**src/rtl/dm163_pkg.sv**
```systemverilog
// dm163_pkg: shared DM163 link constants and bank encoding
package dm163_pkg;
    localparam int N_CH       = 24;
    localparam int PWM_W      = 8;
    localparam int GAMMA_W    = 6;
    localparam int GAMMA_BITS = N_CH * GAMMA_W;
    localparam int PWM_BITS   = N_CH * PWM_W;
    typedef enum logic {
        BANK_GAMMA = 1'b0,
        BANK_PWM   = 1'b1
    } dm163_bank_e;
endpackage

```
**src/rtl/dm163_rx_sync.sv**
```systemverilog
// dm163_rx_sync: 2-flop synchronizer with a third flop for rising-edge detect
module dm163_rx_sync #(
    parameter int W = 1
) (
    input  logic         clk,
    input  logic         rst,
    input  logic [W-1:0] d,
    output logic [W-1:0] q,
    output logic [W-1:0] rise
);
    logic [W-1:0] s1, s2, s3;
    // metastability chain plus delayed copy for edge detection
    always_ff @(posedge clk or posedge rst) begin
        if (rst) begin
            s1 <= '0;
            s2 <= '0;
            s3 <= '0;
        end else begin
            s1 <= d;
            s2 <= s1;
            s3 <= s2;
        end
    end
    assign q    = s2;
    assign rise = s2 & ~s3;
endmodule

```
**src/rtl/dm163_receiver.sv**
```systemverilog
// dm163_receiver: DM163 link decoder into gamma/PWM banks with a one-entry row buffer (option: DM163_RX_LEN_CHECK_EN)
module dm163_receiver
    import dm163_pkg::*;
#(
    parameter int N_CH    = dm163_pkg::N_CH,
    parameter int PWM_W   = dm163_pkg::PWM_W,
    parameter int GAMMA_W = dm163_pkg::GAMMA_W
) (
    input  logic               clk,
    input  logic               rst,
    input  logic               s_sda,
    input  logic               s_clk,
    input  logic               s_rst,
    input  logic               lat,
    input  logic               sb,
    input  logic [7:0]         channel,
    output logic               frame_valid,
    input  logic               frame_ack,
    output logic               frame_sb,
    output logic [2:0]         frame_row,
    output logic               row_err,
    input  logic [4:0]         rd_ch,
    output logic [PWM_W-1:0]   rd_pwm,
    output logic [GAMMA_W-1:0] rd_gamma,
    output logic [7:0]         bit_count,
    output logic               overflow,
    output logic               len_err
);
    localparam int SH_W = N_CH * PWM_W;

    logic sda_q, sda_rise, sclk_q, sclk_rise, srst_q, srst_rise;
    logic lat_q, lat_rise, sb_q, sb_rise;
    logic [7:0] ch_q, ch_rise;
    logic [SH_W-1:0] shreg;
    logic [PWM_W-1:0] pwm_bank [N_CH];
    logic [GAMMA_W-1:0] gamma_bank [N_CH];
    logic [2:0] row_idx;
    logic [3:0] ones;
    logic do_shift, do_latch, pop;
    dm163_bank_e bank_sel;
    logic unused_sync;

    dm163_rx_sync #(.W(1)) u_sda  (.clk(clk), .rst(rst), .d(s_sda),   .q(sda_q),  .rise(sda_rise));
    dm163_rx_sync #(.W(1)) u_sclk (.clk(clk), .rst(rst), .d(s_clk),   .q(sclk_q), .rise(sclk_rise));
    dm163_rx_sync #(.W(1)) u_srst (.clk(clk), .rst(rst), .d(s_rst),   .q(srst_q), .rise(srst_rise));
    dm163_rx_sync #(.W(1)) u_lat  (.clk(clk), .rst(rst), .d(lat),     .q(lat_q),  .rise(lat_rise));
    dm163_rx_sync #(.W(1)) u_sb   (.clk(clk), .rst(rst), .d(sb),      .q(sb_q),   .rise(sb_rise));
    dm163_rx_sync #(.W(8)) u_ch   (.clk(clk), .rst(rst), .d(channel), .q(ch_q),   .rise(ch_rise));

    assign unused_sync = ^{sda_rise, sclk_q, srst_rise, lat_q, sb_rise, ch_rise};

    // chip reset (s_rst low) masks every link edge
    assign do_shift = sclk_rise & srst_q;
    assign do_latch = lat_rise & srst_q;
    assign pop      = frame_valid & frame_ack;
    assign bank_sel = dm163_bank_e'(sb_q);

    // row index of the set bit and one-hot qualification of channel
    always_comb begin
        row_idx = '0;
        ones    = '0;
        for (int i = 0; i < 8; i++) begin
            if (ch_q[i]) row_idx = 3'(i);
            ones = ones + {3'b0, ch_q[i]};
        end
    end

    // shift register, bit counter and the one-entry row buffer
    always_ff @(posedge clk or posedge rst) begin
        if (rst) begin
            shreg       <= '0;
            bit_count   <= '0;
            frame_valid <= 1'b0;
            frame_sb    <= 1'b0;
            frame_row   <= '0;
            row_err     <= 1'b0;
            overflow    <= 1'b0;
        end else if (!srst_q) begin
            shreg       <= '0;
            bit_count   <= '0;
            frame_valid <= 1'b0;
        end else begin
            if (do_shift) shreg <= {shreg[SH_W-2:0], sda_q};
            if (do_latch) bit_count <= '0;
            else if (do_shift && bit_count != 8'hFF) bit_count <= bit_count + 8'd1;
            if (do_latch) begin
                if (!frame_valid || pop) begin
                    frame_valid <= 1'b1;
                    frame_sb    <= sb_q;
                    frame_row   <= row_idx;
                    row_err     <= ones != 4'd1;
                end else begin
                    overflow <= 1'b1;
                end
            end else if (pop) begin
                frame_valid <= 1'b0;
            end
        end
    end

    // bank load at latch: the selected bank takes its slice of every channel
    always_ff @(posedge clk or posedge rst) begin
        if (rst) begin
            for (int c = 0; c < N_CH; c++) begin
                pwm_bank[c]   <= '0;
                gamma_bank[c] <= '0;
            end
        end else if (do_latch) begin
            for (int c = 0; c < N_CH; c++) begin
                if (bank_sel == BANK_PWM) pwm_bank[c] <= shreg[c*PWM_W +: PWM_W];
                else gamma_bank[c] <= shreg[c*GAMMA_W +: GAMMA_W];
            end
        end
    end

    // registered bank read; out-of-range addresses read zero
    always_ff @(posedge clk or posedge rst) begin
        if (rst) begin
            rd_pwm   <= '0;
            rd_gamma <= '0;
        end else begin
            rd_pwm   <= rd_ch < 5'(N_CH) ? pwm_bank[rd_ch] : '0;
            rd_gamma <= rd_ch < 5'(N_CH) ? gamma_bank[rd_ch] : '0;
        end
    end

`ifdef DM163_RX_LEN_CHECK_EN
    // sticky flag when the latched bit count does not fit the selected bank
    always_ff @(posedge clk or posedge rst) begin
        if (rst) len_err <= 1'b0;
        else if (do_latch && bit_count != (bank_sel == BANK_PWM ? 8'(PWM_BITS) : 8'(GAMMA_BITS)))
            len_err <= 1'b1;
    end
`else
    assign len_err = 1'b0;
`endif
endmodule

```
**config.mk**
```make
export PLATFORM = sky130hd
export DESIGN_NAME = dm163_receiver
export DESIGN_NICKNAME = d
export VERILOG_FILES = /design/src/rtl/dm163_pkg.sv /design/src/rtl/dm163_rx_sync.sv /design/src/rtl/dm163_receiver.sv
export SDC_FILE = /design/constraint.sdc
export NUM_CORES = 1
export LEC_CHECK = 0
export ABC_AREA = 1
export ABC_CLOCK_PERIOD_IN_PS = 23700
export CAP_MARGIN = 20
export CORE_ASPECT_RATIO = 1.25
export CORE_UTILIZATION = 40
export CTS_CLUSTER_SIZE = 30
export DETAILED_ROUTE_END_ITERATION = 16
export PLACE_DENSITY = 0.54
export SLEW_MARGIN = 20
export SYNTH_ARGS = -nofsm -noshare
export SYNTH_HDL_FRONTEND = slang
export SYNTH_SLANG_ARGS = --single-unit
export TNS_END_PERCENT = 10
```
**constraint.sdc**
```tcl
create_clock -name clk -period 23.7 [get_ports clk]
set_input_delay 5.925 -clock clk [delete_from_list [all_inputs] [get_ports clk]]
set_output_delay 5.925 -clock clk [all_outputs]
set_load 0.05 [all_outputs]
```
Word-level counts from Yosys, hierarchy flattened. Cells that the tools add are included.

Output and inout bits: 30. Input bits: 21. Register bits after elaboration: 585.

Reduce and logical (&&, ||, !) cells: 8. Muxes and demuxes: 24. Add/subtract/negate cells: 8. Equal/unequal tests: 6. Bitwise gates (word level): 10. Magnitude comparators: 2.

Operators with widths (count): 192-bit two-way mux (2); 8-bit two-way mux (6); 8-bit binary-select mux with 5-bit select (1); 6-bit binary-select mux with 5-bit select (1); 6-bit two-way mux (3); 4-bit by 1-bit adder with 4-bit output (4); 3-bit two-way mux (4); 3-bit inequality test, second input constant (3); 8-bit by 1-bit adder with 8-bit output, second input constant (1); 8-bit inequality test, second input constant (1); 6-bit >= comparator, second input constant (1); 5-bit inverter with 6-bit output (1); 2-bit AND reduction (3); 3-bit AND reduction (2); 1-bit AND (5); 5-bit less-than comparator, second input constant (1); 1-bit two-way mux (5); 3-bit by 1-bit adder with 4-bit output (1); 2-bit two-way mux (2); 4-bit by 1-bit inequality test with 1-bit output, second input constant (1); 1-bit inverter (4); 2-bit by 1-bit adder with 3-bit output (1); 1-bit by 1-bit adder with 2-bit output (1); 2-bit inequality test, second input constant (1); other kinds (3) (3).

Depth between registers and ports, before layout. Gate-level depths: netlist of run 1.

Word-level depth: 8. Mapped depth: 14. Depth with buffers taken out: 14.

Cells and area by module. A second synthesis of run 1 with hierarchy kept.

Cells, all modules: 2690. Area total of the unflattened synthesis: 25085.3 um2.

By module, submodules not included: dm163_receiver (seq. area each 13938.4 um2, instances 1, cells an instance 2619, area an instance 23956.7 um2); dm163_rx_sync (u_ch) (seq. area each 600.6 um2, instances 1, cells an instance 41, area an instance 684.4 um2); dm163_rx_sync (u_lat ...) (seq. area each 75.1 um2, instances 5, cells an instance 6, area an instance 88.8 um2).

Worst setup path before layout of run 1. No wires, ideal clock.

Path kind: input to register. Start point: in rd_ch[0]. End point: reg rd_pwm[4]. Library setup time: 0.117 ns. Slack: 16.829 ns. Arrival time: 6.754 ns. Cell stages on the path: 7. Cell sequence: buf_4 > buf_4 > buf_4 > o211ai_1 > o211ai_1 > nand3_1 > nand2_1.

Cells in the longest elaborated chain, start to end: 5. Elaborated cells on any way between the ends: 6. Classes of those cells: 1 x order compare; 4 x mux; 1 x bitwise.

Ends and longest elaborated chain: start: declaration (RTL line dm163_receiver.sv:22) `input logic [4:0] rd_ch,`; 5-bit inverter with 6-bit output (not written as such) (RTL line dm163_receiver.sv:122) `rd_pwm <= rd_ch < 5'(N_CH) ? pwm_bank[rd_ch] : '0;`; 8-bit binary-select mux with 5-bit select (RTL line dm163_receiver.sv:122); 8-bit two-way mux (not written as such) (2 in a row) (RTL line dm163_receiver.sv:122); 8-bit two-way mux * (RTL line dm163_receiver.sv:122); end signal: assignment (RTL line dm163_receiver.sv:122); end: declaration (RTL line dm163_receiver.sv:23) `output logic [PWM_W-1:0] rd_pwm,`.

Every way passes the cells marked *; elsewhere a longest branch is shown, timed or not. The select of a mux whose other input is x is not followed. A chain may end at the register's enable or synchronous reset.

==> flow_summary_export.csv, run 1 <==
group,metric,value,unit
run_status,status,"finished, final reports clean",
global_route,antenna_found_initial,1,
clock_network,hold_buffers,0,
routing,drtAntennaViolNets,0,
timing,period_share,37.1,%
die,io-pin-count,51,
die,coreArea,0.0608,mm^2
clock_network,cts_max_level,2,
min_path,hold_class,"flop to flop",
timing,maxSlewViolCount,0,
clock_network,cts_resized,0,
yosys,yosys.area.top_type,"dfrtp_1",
job,maxCapViolCount,0,
routing,wl_per_cell,17.5,um
clock_network,cts_made_buffers,60,
yosys,avgSynthCellArea,9.29,um^2
timing,max_clock_freq,114,MHz
yosys,synthTopCellsByArea,"dfrtp_1 59%, nand2_1 9.4%, o21a_1 5.6%",
global_route,grt_start_max_net_pins,241,
clock_network,clock_path_buffers,3,
yosys,yosys_warnings,0,
yosys,synthesis.instances,2649,
worst_setup_path,crit_type,"input pin to asynchronous set/reset pin",
finish,syn_to_final_growth,11.2,%
global_route,grt_remaining_overflow,0,
yosys,synth-main-ff-cell,"dfrtp_1",
routing,drtPass1Iterations,5,
clock_network,clk_pin_slew,0.06,ns
routing,totalWireLength,60900,um
routing,drt_iter0_markers,1398,
place,placed_area,0.0254,mm^2
place,port_buffers,49,
timing,setup_viol,0,
global_route,grt_pass1_wl,99900,um
yosys,async_flop_share,100,%
place,finalWeightedCongestion,0.804,
routing,num_vias,17800,
finish,diodes,0,
pwr,p_leak,11.9,nW
yosys,seq_area_frac_synth,59.5,%
finish,final_area,0.0274,mm^2
worst_setup_path,start_kind,"input pin",
yosys,synth_top_area_share,59.5,%
timing,worst_pin_slew,1.09,ns
yosys,synth-edff-count,0,
routing,via_per_inst,5.14,
die,die_h,279,um
clock_network,clock-sinks,585,
clock_network,cts_setup_buffers,0,
place,hpwl,35800,um
routing,remaining_drc_errors,0,
die,dieArea,0.0626,mm^2
global_route,grt_pass1_vias,17900,
clock_network,cts_tree,"built",
worst_setup_path,arrival,9.43,ns
die,start_util,40.5,%
finish,final_nets,2632,
pwr,power.total,2.38,mW
die,rows,101,
yosys,syn-num-nets,2678,
pwr,power_density,87.0,mW/mm^2
clock_network,ctsRootBufferMaster,"clkbuf_16",
clock_network,clk_latency,0.63,ns
yosys,netlist-cell-type-count,34,
die,die_x,224,um
worst_setup_path,required,24.34,ns
yosys,syn_area,0.0246,mm^2
global_route,grt_use_total,20.0,%
timing,fin_tns_setup,0,ns
timing,slew_headroom,27.4,%
worst_setup_path,critPathMaxFanout,96,
finish,drive_gt1_share,5.25,%
timing,skew,0.0260,ns
timing,grt_setup_unrepaired,"no",
yosys,ys_ff_latch,585,
worst_setup_path,worstSetupEndpointType,"asynchronous set/reset pin",
pwr,ir_worst_vdd,58.7,uV
timing,period_needed,8.79,ns
timing,hold_viol_final,0,
## critical path: stages
cell and delay [ns]:
clkdlybuf4s50_1 0.49, inv_8 0.49, buf_4 0.86, buf_6 0.67, buf_4 0.80
## sequential cells by signal, indices dropped and copies added, names as in the netlist, 3 cells and up
| name | count |
|---|---|
| shreg | 192 |
| gamma_bank | 144 |
| pwm_bank | 192 |
| u_ch.q | 8 |
| u_ch.s1 | 8 |
| rd_gamma | 6 |
| rd_pwm | 8 |
| bit_count | 8 |
| frame_row | 3 |
## cell usage in the layout (no fill, tap or decap), drive strengths merged, types with 18 or more instances in the layout
cell type	n
inv	253
nor2	174
clkinv	18
clkdlybuf4s50	47
clkbuf	89
o21ai	92
o22ai	191
buf	29
nand2	615
o211ai	19
nand3	178
dfrtp	585
o21a	183
a21oi	152
## final cells by class
class,count,area (um^2)
multi-input cells,1626,8070
clock inverters,20,130
flip-flops and latches,585,14600
inverters,254,963
fillers,5883,33400
repair buffers,76,741
well taps,824,1030
clock buffers,89,1800
## metal layers
| metal | global-route usage, % | wire length, um | vias to the layer above | share of wire (%) |
|---|---|---|---|---|
| li1 | - | - | 8609 | - |
| met1 | 28.0 | 28100 | 8737 | 46 |
| met2 | 31.5 | 27900 | 371 | 46 |
| met3 | 2.82 | 2630 | 120 | 4.3 |
| met4 | 7.87 | 2320 | 2 | 3.8 |
| met5 | 0 | 13 | - | 0.021 |
## cells by family (layout without fill, tap and decap cells)
logic type / count (synthesis) / after routing / synth area share [%]
and+or+nand+nor: 969 / 969 / 15.8
AOI/OAI and AO/OA: 644 / 644 / 16.2
DFF: 585 / 585 / 59.5
buffers and inverters: 438 / 439 / 7.86
adders and majority gates: 8 / 8 / 0.529
xor gates and xnor gates: 4 / 4 / 0.142
other: 1 / 1 / 0.0152
## through the flow
step	worst slack (ns)	hold slack (ns)	utilization, %	cells
6_report	14.91	0.346	45.0	3474
5_1_grt	14.36	0.352	45.0	3474
4_1_cts	14.49	0.348	44.9	3472
3_5_place_dp	13.81	0.335	41.8	3363
3_3_place_gp	13.89	0.333	41.8	3363
2_1_floorplan	1.41	0.331	-	2649
## cells in the mapped netlist, types with 19 or more instances
cell type / instances
inv_1: 251
nand3_1: 178
o21ai_0: 76
o211ai_1: 19
buf_2: 82
o21a_1: 183
a21oi_1: 151
o22ai_1: 191
clkbuf_1: 45
buf_4: 44
nand2_1: 614
dfrtp_1: 585
nor2_1: 170
## power by group
| part | internal [mW] | switching, mW | total [mW] |
|---|---|---|---|
| Sequential | 1.11 | 0.0581 | 1.17 |
| Clock | 0.524 | 0.401 | 0.925 |
| Combinational | 0.115 | 0.176 | 0.290 |
## worst paths after layout
path | slack, ns | cells past startpoint | end | startpoint
max | 14.91 | 5 | shreg[98] | rst
min | 0.35 | 0 | u_ch.q[2] | u_ch.s1[2]
max reg2reg | 20.15 | 7 | pwm_bank[75] | u_srst.q
min reg2reg | 0.35 | 0 | u_ch.q[2] | u_ch.s1[2]
max in group clk | 15.38 | 11 | rd_gamma[3] | rd_ch[0]
min in group asynchronous | 5.80 | 2 | u_sb.s1 | rst
Note: power is estimated with default switching activity, not from simulation.
==> inputs of run 2 (changes only) <==
Settings changed: ABC_CLOCK_PERIOD_IN_PS 23700 to 8240.
Clock period 23.7 ns to 8.24 ns, I/O delays scaled along.
==> flow_summary_export.csv, run 2 (synthesized netlist as in run 1, its figures left out) <==
group,metric,value,unit
pwr,power_density,256,mW/mm^2
worst_setup_path,r2r-start,"u_sclk.q",
die,start_util,40.5,%
global_route,grt_pass1_wl,102000,um
clock_network,clock_path_buffers,3,
pwr,switching_share,26.4,%
worst_setup_path,reg2reg_to,"shreg[126]",
die,io-pin-count,51,
timing,fin_tns_setup,0,ns
worst_setup_path,arrival,4.77,ns
finish,layout_common_cells,"613 x nand2_1, 585 x dfrtp_1, 249 x inv_1, 191 x o22ai_1, 183 x o21a_1",
worst_setup_path,required,8.80,ns
pwr,seqPwrFrac,48.0,%
timing,slew_headroom,25.7,%
global_route,grt_start_max_net_pins,207,
worst_setup_path,worstSetupEndpointType,"flop",
finish,top_regs,"pwm_bank: 192 flops, shreg: 192 flops, gamma_bank: 144 flops",
worst_setup_path,start_kind,"input pin",
worst_setup_path,critPathMaxFanout,92,
pwr,p_int,5.19,mW
finish,syn_to_final_growth,11.7,%
routing,drtPass1Iterations,5,
die,coreArea,0.0608,mm^2
timing,period_needed,4.21,ns
timing,worst_pin_slew,1.11,ns
finish,seq_area,0.0146,mm^2
finish,final_cells,3472,
clock_network,cts_tree,"built",
routing,totalWireLength,63300,um
die,dieArea,0.0626,mm^2
place,port_buffers,49,
timing,maxSlewViolCount,0,
place,hpwl,38500,um
timing,hold_viol_final,0,
clock_network,cts_made_buffers,60,
worst_setup_path,r2r_slack,5.06,ns
clock_network,cts_max_level,2,
routing,num_vias,18000,
die,die_h,279,um
global_route,grt_use_total,20.6,%
global_route,grt_remaining_overflow,0,
clock_network,clock-sinks,585,
worst_setup_path,cp-startpoint,"rd_ch[0]",
run_status,status,"finished, final reports clean",
finish,n_fill_cell,5863,
job,maxCapViolCount,0,
place,finalWeightedCongestion,0.814,
clock_network,hold_buffers,0,
pwr,p_clk_share,40.1,%
routing,drtAntennaViolNets,0,
timing,grt_setup_unrepaired,"no",
global_route,antenna_found_initial,0,
pwr,p_leak,11.9,nW
pwr,power_switching,1.86,mW
pwr,p_comb_share,11.9,%
place,dpl.cell_count,3361,
worst_setup_path,crit_end,"rd_gamma[5]",
die,rows,101,
timing,max_clock_freq,237,MHz
clock_network,cts_setup_buffers,0,
clock_network,clk_pin_slew,0.06,ns
worst_setup_path,crit_type,"input pin to flop",
clock_network,ctsRootBufferMaster,"clkbuf_16",
finish,final_common_cell,"nand2_1",
finish,final_nets,2628,
worst_setup_path,reg2regPathDepth,6,
timing,setup_viol,0,
finish,multiInputGateArea,0.00807,mm^2
finish,drive_gt1_share,5.06,%
routing,remaining_drc_errors,0,
timing,period_share,51.1,%
finish,diodes,0,
clock_network,cts_resized,0,
finish,postLayoutCoreUtil,45.2,%
pwr,ir_worst_vdd,206,uV
min_path,hold_class,"flop to flop",
finish,final_area,0.0275,mm^2
routing,wl_per_cell,18.2,um
place,placed_area,0.0254,mm^2
routing,drt_iter0_markers,1385,
timing,skew,0.0308,ns
die,die_x,224,um
min_path,min_from,"u_ch.s1[5]",
global_route,grt_pass1_vias,18000,
clock_network,clk_latency,0.64,ns
routing,via_per_inst,5.18,
-- run 2: power by group through the flow --
| stage | clock, mW | sequential [mW] | combinational (mW) |
|---|---|---|---|
| after floorplan | 0 | 3.42 | 0.583 |
| final | 2.83 | 3.38 | 0.836 |
| after CTS | 2.89 | 3.38 | 0.849 |
| after global placement | 0 | 3.43 | 0.828 |
| after global routing | 3.00 | 3.42 | 0.942 |
| after detailed placement | 0 | 3.43 | 0.847 |
-- run 2: worst max-delay path, stage by stage --
cell and delay (ns):
buf_4 0.26, inv_4 0.84, buf_4 0.71, nand2_1 0.12, nand3_1 0.10, nand2_1 0.07, nand2_1 0.06, nand3_1 0.19
nand2_1 0.13, nand2_1 0.05, nand2_1 0.08
-- run 2: cell type report --
| cell class | instances | area share [%] |
|---|---|---|
| repair buffers | 72 | 2.67 |
| clock buffers | 85 | 6.24 |
| well taps | 824 | 3.75 |
| inverters | 254 | 3.49 |
| multi-input cells | 1626 | 29.3 |
| flip-flops and latches | 585 | 53.2 |
| clock inverters | 26 | 1.27 |
-- run 2: how the worst min path moves through the flow --
stage                 to  slack (ns)  cells after the start
6_report       u_ch.q[5]        0.35                      0
5_1_grt        u_ch.q[5]        0.35                      0
4_1_cts        u_ch.q[1]        0.35                      0
3_5_place_dp   u_ch.q[5]        0.34                      0
3_3_place_gp    u_sclk.q        0.33                      0
2_1_floorplan  u_ch.q[0]        0.33                      0
-- run 2: metal layers --
metal	wire length, um	vias up	share of wire, %	global-route usage, %
li1	-	8592	-	-
met1	28400	8908	45	27.9
met2	30300	390	48	33.9
met3	2430	102	3.8	2.62
met4	2150	0	3.4	7.52
met5	0	-	0	0
-- run 2: metrics by stage --
stage	setup WS, ns	hold slack, ns	total power [mW]
after floorplan	-1.79	0.331	4.00
after global placement	3.51	0.332	4.26
after detailed placement	3.45	0.336	4.28
after CTS	4.10	0.350	7.12
after global routing	3.83	0.355	7.36
final	4.03	0.346	7.05
